**config.mk**
```make
export PLATFORM = sky130hd
export DESIGN_NAME = fetch_unit
export DESIGN_NICKNAME = d
export VERILOG_FILES = /design/src/rtl/fetch_unit.sv
export SDC_FILE = /design/constraint.sdc
export NUM_CORES = 1
export LEC_CHECK = 0
export ABC_AREA = 1
export CORE_UTILIZATION = 49
export CTS_BUF_LIST = sky130_fd_sc_hd__clkbuf_16
export DETAILED_ROUTE_END_ITERATION = 12
export HOLD_SLACK_MARGIN = 0.06
export PLACE_DENSITY = 0.77
export SLEW_MARGIN = 20
export SYNTH_ARGS = -nofsm -noshare
export SYNTH_HDL_FRONTEND = slang
export SYNTH_SLANG_ARGS = --single-unit
```
**constraint.sdc**
```tcl
create_clock -name clk -period 3 [get_ports clk]
set_input_delay 0.45 -clock clk [delete_from_list [all_inputs] [get_ports clk]]
set_output_delay 0.45 -clock clk [all_outputs]
set_load 0.005 [all_outputs]
```
**src/rtl/fetch_unit.sv**
```systemverilog
// Instruction fetch stage: credit-limited in-order requests, PC-tagged response FIFO, redirect flush.
// Optional macro FETCH_PERF_EN adds saturating perf_fetched / perf_flushed counters.
module fetch_unit #(
    parameter int unsigned     XLEN       = 32,
    parameter logic [XLEN-1:0] RESET_PC   = '0,
    parameter int unsigned     FIFO_DEPTH = 2
) (
    input  logic            clk,
    input  logic            reset,
    output logic            imem_req_valid,
    input  logic            imem_req_ready,
    output logic [XLEN-1:0] imem_req_addr,
    input  logic            imem_rsp_valid,
    input  logic [XLEN-1:0] imem_rsp_data,
    input  logic            redirect,
    input  logic [XLEN-1:0] redirect_target,
    output logic            instr_valid,
    input  logic            instr_ready,
    output logic [XLEN-1:0] Instr,
    output logic [XLEN-1:0] PC,
    output logic [XLEN-1:0] PCPlus4
`ifdef FETCH_PERF_EN
    ,
    output logic [31:0]     perf_fetched,
    output logic [31:0]     perf_flushed
`endif
);

    localparam int unsigned PW = (FIFO_DEPTH > 1) ? $clog2(FIFO_DEPTH) : 1;
    localparam int unsigned CW = $clog2(FIFO_DEPTH + 1);
    localparam int unsigned DW = 16;

    typedef enum logic [1:0] {StBoot, StFetch, StStall} state_e;

    state_e          state_q, state_d;
    logic [XLEN-1:0] fetch_pc_q, fetch_pc_d;
    logic [CW-1:0]   outstanding_q, outstanding_d;
    logic [CW-1:0]   occ_q, occ_d;
    logic [DW-1:0]   drop_q, drop_d;
    logic [PW-1:0]   rd_ptr_q, rd_ptr_d, wr_ptr_q, wr_ptr_d;
    logic [PW-1:0]   tag_rd_q, tag_rd_d, tag_wr_q, tag_wr_d;

    logic [XLEN-1:0] fifo_instr [FIFO_DEPTH];
    logic [XLEN-1:0] fifo_pc    [FIFO_DEPTH];
    logic [XLEN-1:0] tag_mem    [FIFO_DEPTH];

    logic redir, req_fire, rsp_push, rsp_drop, pop, credit_free;
    logic unused_target_lsbs;

    assign unused_target_lsbs = ^redirect_target[1:0];

    assign redir    = redirect && (state_q != StBoot);
    assign req_fire = imem_req_valid && imem_req_ready;
    assign pop      = instr_valid && instr_ready;
    // A response seen in the redirect cycle belongs to the wrong path.
    assign rsp_drop = imem_rsp_valid && ((drop_q != '0) || redir);
    assign rsp_push = imem_rsp_valid && (drop_q == '0) && !redir;

    assign outstanding_d = redir ? '0 : outstanding_q + CW'(req_fire) - CW'(rsp_push);
    assign occ_d         = redir ? '0 : occ_q + CW'(rsp_push) - CW'(pop);
    assign drop_d        = drop_q + (redir ? DW'(outstanding_q) + DW'(req_fire) : '0)
                           - DW'(rsp_drop);
    assign rd_ptr_d      = redir ? '0 : rd_ptr_q + PW'(pop);
    assign wr_ptr_d      = redir ? '0 : wr_ptr_q + PW'(rsp_push);
    assign tag_rd_d      = redir ? '0 : tag_rd_q + PW'(rsp_push);
    assign tag_wr_d      = redir ? '0 : tag_wr_q + PW'(req_fire);

    always_comb begin
        fetch_pc_d = fetch_pc_q;
        if (redir) begin
            fetch_pc_d = {redirect_target[XLEN-1:2], 2'b00};
        end else if (req_fire) begin
            fetch_pc_d = fetch_pc_q + XLEN'(4);
        end
    end

    assign credit_free = ({1'b0, occ_d} + {1'b0, outstanding_d}) < (CW + 1)'(FIFO_DEPTH);

    always_ff @(posedge clk or negedge reset) begin
        if (!reset) begin
            state_q <= StBoot;
        end else begin
            state_q <= state_d;
        end
    end

    always_comb begin
        state_d = state_q;
        unique case (state_q)
            StBoot:           state_d = StFetch;
            StFetch, StStall: state_d = credit_free ? StFetch : StStall;
            default:          state_d = StBoot;
        endcase
    end

    always_comb begin
        imem_req_valid = (state_q == StFetch);
        imem_req_addr  = fetch_pc_q;
    end

    always_ff @(posedge clk or negedge reset) begin
        if (!reset) begin
            fetch_pc_q    <= RESET_PC;
            outstanding_q <= '0;
            occ_q         <= '0;
            drop_q        <= '0;
            rd_ptr_q      <= '0;
            wr_ptr_q      <= '0;
            tag_rd_q      <= '0;
            tag_wr_q      <= '0;
        end else begin
            fetch_pc_q    <= fetch_pc_d;
            outstanding_q <= outstanding_d;
            occ_q         <= occ_d;
            drop_q        <= drop_d;
            rd_ptr_q      <= rd_ptr_d;
            wr_ptr_q      <= wr_ptr_d;
            tag_rd_q      <= tag_rd_d;
            tag_wr_q      <= tag_wr_d;
        end
    end

    always_ff @(posedge clk) begin
        if (rsp_push) begin
            fifo_instr[wr_ptr_q] <= imem_rsp_data;
            fifo_pc[wr_ptr_q]    <= tag_mem[tag_rd_q];
        end
        if (req_fire && !redir) begin
            tag_mem[tag_wr_q] <= fetch_pc_q;
        end
    end

    assign instr_valid = (occ_q != '0);
    assign Instr       = instr_valid ? fifo_instr[rd_ptr_q] : '0;
    assign PC          = instr_valid ? fifo_pc[rd_ptr_q] : '0;
    assign PCPlus4     = instr_valid ? fifo_pc[rd_ptr_q] + XLEN'(4) : '0;

`ifdef FETCH_PERF_EN
    logic [31:0] flushed_inc;
    logic [32:0] fetched_sum, flushed_sum;

    assign flushed_inc = (redir ? 32'(occ_q) - 32'(pop) : 32'd0) + 32'(rsp_drop);
    assign fetched_sum = {1'b0, perf_fetched} + 33'(pop);
    assign flushed_sum = {1'b0, perf_flushed} + {1'b0, flushed_inc};

    always_ff @(posedge clk or negedge reset) begin
        if (!reset) begin
            perf_fetched <= '0;
            perf_flushed <= '0;
        end else begin
            perf_fetched <= fetched_sum[32] ? '1 : fetched_sum[31:0];
            perf_flushed <= flushed_sum[32] ? '1 : flushed_sum[31:0];
        end
    end
`endif

endmodule

```
======== Word-level counts from Yosys, hierarchy flattened ========
Memories as Yosys holds them, arrays and structs flattened.
Index checks and enable logic that the tools add are counted.
storage, ports and cells
  memory bits (writable) .................. 192
  word-level logic and storage cells ...... 63
  register bits after elaboration ......... 58
  memories ................................ 3
  bits in latches ......................... 0
  input port bits ......................... 70
  output and inout bits ................... 130
  bits in read-only memories .............. 0
operators by class
  bitwise gates (word level) .............. 0
  multiply operators ...................... 0
  divide/modulo/power cells ............... 0
  order comparisons ....................... 1
  shifts and indexed selects .............. 0
  eq/ne operators ......................... 2
  multiplexer cells ....................... 18
  reduce and logical (&&, ||, !) cells .... 16
  add/sub/neg operators ................... 14
memory list
  name        words  bits a word  read ports  clocked after Yosys merged registers in  wr ports  RTL line  text
  fifo_instr  2      32           1           0                                        1         43        logic [XLEN-1:0] fifo_instr [FIFO_DEPTH];
  fifo_pc     2      32           1           0                                        1         44        logic [XLEN-1:0] fifo_pc [FIFO_DEPTH];
  tag_mem     2      32           1           0                                        1         45        logic [XLEN-1:0] tag_mem [FIFO_DEPTH];
operators by type and width
  operator                                             number
  two-way mux 32 bit                                   5
  adder 32 x 3 -> 32 bit, second input constant        2
  adder 16 x 3 -> 16 bit                               1
  zero test 16 bit                                     1
  nonzero test 16 bit                                  1
  subtractor 16 x 1 -> 16 bit                          1
  two-way mux 1 bit                                    8
  logical AND 1 bit                                    7
  two-way mux 2 bit                                    3
  nonzero test 2 bit                                   3
  adder 1 bit                                          4
  adder 2 x 1 -> 2 bit                                 2
  one-hot mux 2 bit (2 select lines)                   1
  subtractor 2 x 1 -> 2 bit                            2
  adder 2 x 1 -> 3 bit                                 1
  adder 2 x 2 -> 3 bit                                 1
  < comparator 3 x 2 -> 1 bit, second input constant   1
  two-way mux 3 bit                                    1
  equality test 2 x 1 -> 1 bit, second input constant  1
  equality test 2 bit, second input constant           1
  zero test 2 bit                                      1
  OR reduction 2 bit                                   1
  zero test 1 bit                                      1
  logical OR 1 bit                                     1

======== Longest topological paths before layout ========
Gate-level depths: netlist (run 1).
  depth after elaboration ................. 11
  gate-level depth with buffers ........... 20
  gate-level depth less buffers ........... 20

======== Worst setup path after synthesis (run 1) ========
No wires, ideal clock.
  path kind ............................... flip-flop to flip-flop
  start ................................... reg state_q[0]
  end ..................................... mem fifo_instr[1][0] (enable)
  slack ................................... -0.224 ns
  cell stages (with the launch flop) ...... 10
  data arrival time ....................... 2.797 ns
  path buffers ............................ 0
  period minus slack after synthesis ...... 3.224 ns
  setup time .............................. 0.427 ns
  required time ........................... 2.573 ns
  path through ............................ dfrtp_1 -> inv_1 -> ha_1 -> inv_1 -> nand2_1 -> nand3_1 -> nor3_1 -> nand2_1 -> inv_1 -> ha_1
on the way
  longest elaborated chain between the ends .. 6
RTL lines
  what                                     RTL line  text
  from (decl)                              35        state_e state_q, state_d;
  from (signal assigned)                   81        state_q <= StBoot;
  from (signal assigned)                   83        state_q <= state_d;
  nonzero test 2 bit                       52        assign redir = redirect && (state_q != StBoot);
  logical AND 1 bit                        52
  zero test 1 bit                          57        assign rsp_push = imem_rsp_valid && (drop_q == '0) && !redir;
  logical AND 1 bit                        57
  two-way mux 1 bit                        124       if (rsp_push) begin
  two-way mux 1 bit (implied by the code)  125       fifo_instr[wr_ptr_q] <= imem_rsp_data;
  to (decl)                                43
Every way passes these cells.

======== Worst setup path after layout (run 1) ========
  start ................................... reg rd_ptr_q
  end ..................................... out PCPlus4[21]
on the way
  longest elaborated chain between the ends .. 3
RTL lines
  what                    RTL line  text
  from (decl)             40        logic [PW-1:0] rd_ptr_q, rd_ptr_d, wr_ptr_q, wr_ptr_d;
  from (signal assigned)  116       rd_ptr_q <= rd_ptr_d;
  memory (2 x 32 bit)     --
  adder 32 x 3 -> 32 bit  136       assign PCPlus4 = instr_valid ? fifo_pc[rd_ptr_q] + XLEN'(4) : '0;
  two-way mux 32 bit      136
  to (decl)               21        output logic [XLEN-1:0] PCPlus4
Every way passes these cells.

==> results of run 1 <==
-- registers in the layout, summed over array words and instances (netlist names) --
| register | cells |
|---|---|
| fifo_instr | 64 |
| fifo_pc | 60 |
| tag_mem | 60 |
| imem_req_addr | 30 |
| drop_q | 16 |
| occ_q | 2 |
| outstanding_q | 2 |
| state_q | 2 |
| rd_ptr_q | 1 |
| tag_rd_q | 1 |
| tag_wr_q | 1 |
| wr_ptr_q | 1 |
-- per-layer routing --
metal,routed length (um),GRT usage
met5,0,0
met2,14800,0.378
met3,1940,0.0331
met1,12600,0.295
met4,913,0.0699
-- worst max-delay path by stage --
stage	from	end	slack, ns	depth (start not counted)
2_1_floorplan	state_q[0]	fifo_instr[1][0]	-0.22	9
3_3_place_gp	imem_req_ready	drop_q[10]	-0.03	15
3_5_place_dp	imem_req_ready	drop_q[10]	-0.16	15
4_1_cts	rd_ptr_q	PCPlus4[18]	-0.23	13
5_1_grt	rd_ptr_q	PCPlus4[17]	-0.30	13
6_report	rd_ptr_q	PCPlus4[21]	-0.23	13
-- power by group through the flow --
stage / Sequential [mW] / Clock (mW) / Combinational, mW
6_report: 4.91 / 2.96 / 7.09
5_1_grt: 4.98 / 3.15 / 7.87
4_1_cts: 4.89 / 3.01 / 6.49
3_5_place_dp: 4.96 / 0 / 6.36
3_3_place_gp: 4.92 / 0 / 6.18
2_1_floorplan: 4.74 / 0 / 3.72
-- area by class of cell --
class	instances	area, sq um
fillers	1820	7960
flip-flops and latches	240	6930
well taps	324	405
clock buffers	25	626
multi-input cells	898	4880
inverters	157	594
clock inverters	18	155
repair buffers	277	2770
-- per-stage QoR --
stage          worst slack, ns  setup TNS [ns]  hold slack [ns]  power (mW)  std cells
6_report                -0.229          -0.873           0.0800        15.0       1939
5_1_grt                 -0.302           -2.72            0.146        16.0       1939
4_1_cts                 -0.231           -3.31            0.102        14.4       1892
3_5_place_dp            -0.163          -0.587            0.499        11.3       1839
3_3_place_gp           -0.0306          -0.104            0.499        11.1       1839
2_1_floorplan           -0.224          -27.73            0.154        8.46       1338
-- timing repair --
item / CTS / global route
setup endpoints to repair: 25 / 32
gates resized for setup: 19 / 179
pin swaps: 7 / 64
setup buffers: 9 / 45
cloned: 1 / 2
-- cell usage in the layout (no fill, tap or decap), types with 11 or more instances in the layout --
| cell type | n |
|---|---|
| nand2_1 | 405 |
| edfxtp_1 | 184 |
| clkdlybuf4s50_1 | 165 |
| inv_1 | 148 |
| nor2_1 | 96 |
| a21oi_1 | 63 |
| nand3_1 | 61 |
| buf_4 | 57 |
| dfrtp_1 | 55 |
| nand2_2 | 43 |
| ha_1 | 33 |
| nand2_4 | 31 |
| clkbuf_16 | 27 |
| xor2_1 | 21 |
| nor2_4 | 18 |
| o21ai_0 | 18 |
| nor2_2 | 18 |
| buf_6 | 17 |
| dlymetal6s2s_1 | 13 |
| inv_2 | 12 |
| o211ai_1 | 11 |
-- kinds of logic after synthesis --
group	count (synthesis)
other	1
adder cells (fa/ha/maj)	39
buffers and inverters	200
AO/OA/AOI/OAI	122
XOR/XNOR	27
flip-flops	240
AND/OR/NAND/NOR	704
==> run metrics, run 1 <==
status finished, violations left; failing checks negative setup slack; CTS tree done; routability congestion estimate ~0.90; delay-heaviest family, CP buffers and inverters; Worst Setup Start Kind register; DR pass1 iterations 5; main combinational cell family by area after synthesis simple AND/OR/NAND/NOR gates; CP max stage delay 0.51 ns; vias per cell 5.19; Sw Ratio 0.381; WL/cell 15.6 um; placed cell area 14500 sq um; vias in the first global route 9509; Yosys top cell area share 0.455; largest net degree at the start of global routing 63; Clk Latency, worst-skew pair around 0.51 ns; GRT overflow 0; CTS Hold Buffers Added 0; yosys warns 0; Antenna Nets Post-Route 0; Vias about 10000; final hold vios 0; fin crit share 1.08; core footprint about 24000 sq um; Hold Crit Class input port to asynchronous set/reset pin; slew margin rel. 0.369; Internal 9.26 mW; Area growth, synth to finish 34.8%; H-tree depth 1; layout cells sized above 1 0.168; Post-synth ARST share 0.233; Die H 159 um; simple-gate share of the synthesized area 0.242; largest cells by area after synthesis edfxtp_1 46%, nand2_1 14%, dfrtp_1 12%; FMAX 0.310 GHz; First DRT Iteration DRCs approximately 770; maximum VDD drop 0.000499 V; max cap viols 0; first-pass GRT wire length 46.1 mm; library cells used by synthesis 42; cells after synthesis 1333; Post-Synth XOR/XNOR Area 0.0195; Slew Viols, Final 0; Die ar. about 25000 sq um; final worst slack -0.229 ns; final setup fails 10; worst-path maximum fanout 7; Top FF cell, synth edfxtp_1; clock power share 0.198; cell leakage power 7.17 nW; fin area 16400 sq um; multiplexer area fraction after synthesis 0; most used cell, CP buf_6; Worst Setup End Kind primary output; Syn Area/Cell 9.10 sq um; WP data arrival ~2.8 ns; row count 57; # port buffers 191; CP cell instances clkinv_4 > buf_16 > o21ai_4 > buf_6 > nand2_8 > nor2_4 > nand2_2 > nor2_4 > buf_6 > buf_6 > nor2_1 > a21oi_1 > buf_2; Worst Reg-to-Reg Cells 15; EDFF count, synth 184; Initial Utilization 0.499; Ports 200; Core Util, Final 0.673; Final #Nets 1707; min cycle time layout 3.23 ns; GRT Total Usage 0.223; initial antenna violation count 0; clock root cell clkbuf_16; combinational share of power 0.474; PD cells slightly above 900 nW/um^2; slowest CP cell dfrtp_2; clock buffer depth 3; Req. time, crit path 2.55 ns; Seq cells post-synth 240; register area share after synthesis 0.571; residual DRC count 0; RSZ-0062 raised after global routing true; Crit Reg-Reg Endpoint drop_q[10]; Post-synth top cells 464 x nand2_1, 184 x edfxtp_1, 151 x inv_1; Switch Pwr 5.70 mW; Clock Pin Slew Worst Setup and Hold Paths 0.07 ns; Post-Syn Area 12100 sq um; Crit Path Class register to primary output; Least-Margin Pin Slew 0.947 ns; Compound-Gate Fraction of Synth Area 0.0576; RR Startpoint state_q[0]; Final HPWL DP 19.3 mm; r2r setup slk about 0.20 ns; # diodes 0; count leader, synth nand2_1; total wire length approximately 30 mm; Clock Skews around 0.011 ns; WP buf/inv 6; Adder-Cell Fraction of Synth Area 0.0414; clk sinks 240; cell taking the most area after synthesis edfxtp_1; number of buffers created by CTS 24; Flop pwr share 0.328; die width 159 um
(Power assumes the default switching activity.)
==> run 2: changes to the inputs <==
CORE_MARGIN = 5   (was unset)
==> run metrics, run 2 (same netlist as run 1, synthesis figures left out) <==
final worst slack -0.207 ns; Fill cells roughly 1900; residual DRC count 0; Ports 200; cell leakage power 6.96 nW; Final HPWL DP around 20 mm; FMAX 0.312 GHz; CTS tree done; Hold Crit Class input port to asynchronous set/reset pin; Area growth, synth to finish 32.4%; Worst Setup Start Kind register; status finished, violations left; r2r setup slk 0.20 ns; total wire length 29.7 mm; Crit Reg-Reg Endpoint state_q[1]; routability congestion estimate between 0.8 and 0.9; DR pass1 iterations 5; Storage cell area 6930 sq um; Vias 9758; Antenna Nets Post-Route 0; RSZ-0062 raised after global routing true; Post-Layout Cell Count 1927; Final #Nets 1693; RR Startpoint drop_q[9]; Worst Setup End Kind primary output; # diodes 0; PD cells ~940 nW/um^2; Worst Reg-to-Reg Cells 15; crit path from rd_ptr_q; Least-Margin Pin Slew a little under 1 ns; max cap viols 0; Clock Pin Slew Worst Setup and Hold Paths roughly 0.06 ns; number of flip-flops in the largest register 64; WP data arrival 2.76 ns; number of buffers created by CTS 25; die width 167 um; Die ar. around 28000 sq um; clock buffer depth 3; core footprint 24300 sq um; Top Registers fifo_instr: 64 flops, fifo_pc: 60 flops, tag_mem: 60 flops; largest net degree at the start of global routing 63; Clock Skews between 0.01 and 0.015 ns; first-pass GRT wire length 47.1 mm; clk sinks 240; Largest Register fifo_instr; layout cells sized above 1 0.137; maximum VDD drop just over 0.0005 V; vias per cell 5.06; vias in the first global route ~9600; Initial Utilization 0.499; Min Hold Slack 0.503 ns; GRT overflow 0; GRT Total Usage 0.202; Clk Latency, worst-skew pair 0.52 ns; Crit Path Class register to primary output; most frequent cells in the layout 439 x nand2_1, 184 x edfxtp_1, 172 x clkdlybuf4s50_1, 147 x inv_1, 103 x nor2_1; slew margin rel. 0.359; initial antenna violation count 0; row count 57; worst slack at placement -0.134 ns; H-tree depth 1; Req. time, crit path 2.55 ns; most common cell after layout, fill and taps aside nand2_1; Die H 167 um; First DRT Iteration DRCs around 700; # port buffers 191; Core Util, Final 0.661; worst-path maximum fanout 14; Placed Instances 1840; final setup fails 12; clock root cell clkbuf_16; WL/cell 15.4 um; failing checks negative setup slack; final hold vios 0; Slew Viols, Final 0; fin crit share 1.07; min cycle time layout 3.21 ns; Multi-input gate area 4660 sq um
[run 2: report_power, final]
group,internal [mW],switching [mW],leakage (nW)
logic,3.17,3.74,4.17
registers,4.28,0.616,2.35
clock network,2.04,1.25,0.439
total,9.49,5.61,6.96
[run 2: worst max path at each step]
stage,endpoint,slack [ns],cells past startpoint
after global placement,drop_q[10],-0.04,15
after global routing,PCPlus4[23],-0.33,13
final,PCPlus4[18],-0.21,13
after CTS,PCPlus4[17],-0.24,12
after detailed placement,drop_q[10],-0.13,15
after floorplan,fifo_instr[1][0],-0.22,9
[run 2: per-stage QoR]
step	TNS [ns]	area, sq um	power, mW
finish	-1.24	16100	15.1
floorplan	-27.73	12200	8.46
global placement	-0.141	14500	11.2
global route	-3.38	16100	16.2
CTS	-2.96	15700	14.9
detailed placement	-0.872	14500	11.3
[run 2: critical path, cell delays in order (launching register included)]
cell	delay (ns)
dfrtp_2	0.46
buf_4	0.15
buf_12	0.13
nand2_1	0.06
nand2_2	0.12
nand2_4	0.08
nor2_4	0.21
nand2_2	0.12
nor2_4	0.15
nand2_1	0.09
nand2_1	0.06
o21ai_1	0.06
inv_1	0.06
clkdlybuf4s50_1	0.49
[run 2: final cells by class]
class	count	share of cell area
Clock buffer	25	0.0389
Clock inverter	21	0.0163
Inverter	157	0.0370
Multi-Input combinational cell	898	0.290
Sequential cell	240	0.431
Tap cell	324	0.0252
Timing Repair Buffer	262	0.162
[run 2: per-layer routing]
layer / vias up / routed length (um) / GRT usage
li1: 4816 / - / -
met1: 4587 / 12900 / 0.271
met2: 310 / 14400 / 0.351
met3: 45 / 1860 / 0.0314
met4: 0 / 481 / 0.0420
met5: - / 0 / 0
[run 2: what timing repair did]
action | CTS | global route
cloned | 2 | 1
setup buffers | 15 | 23
resized for setup | 40 | 74
hold endpoints to repair | 24 | 0
endpoints found under the setup margin | 27 | 38
hold buffers | 1 | 0
pin swaps | 9 | 29
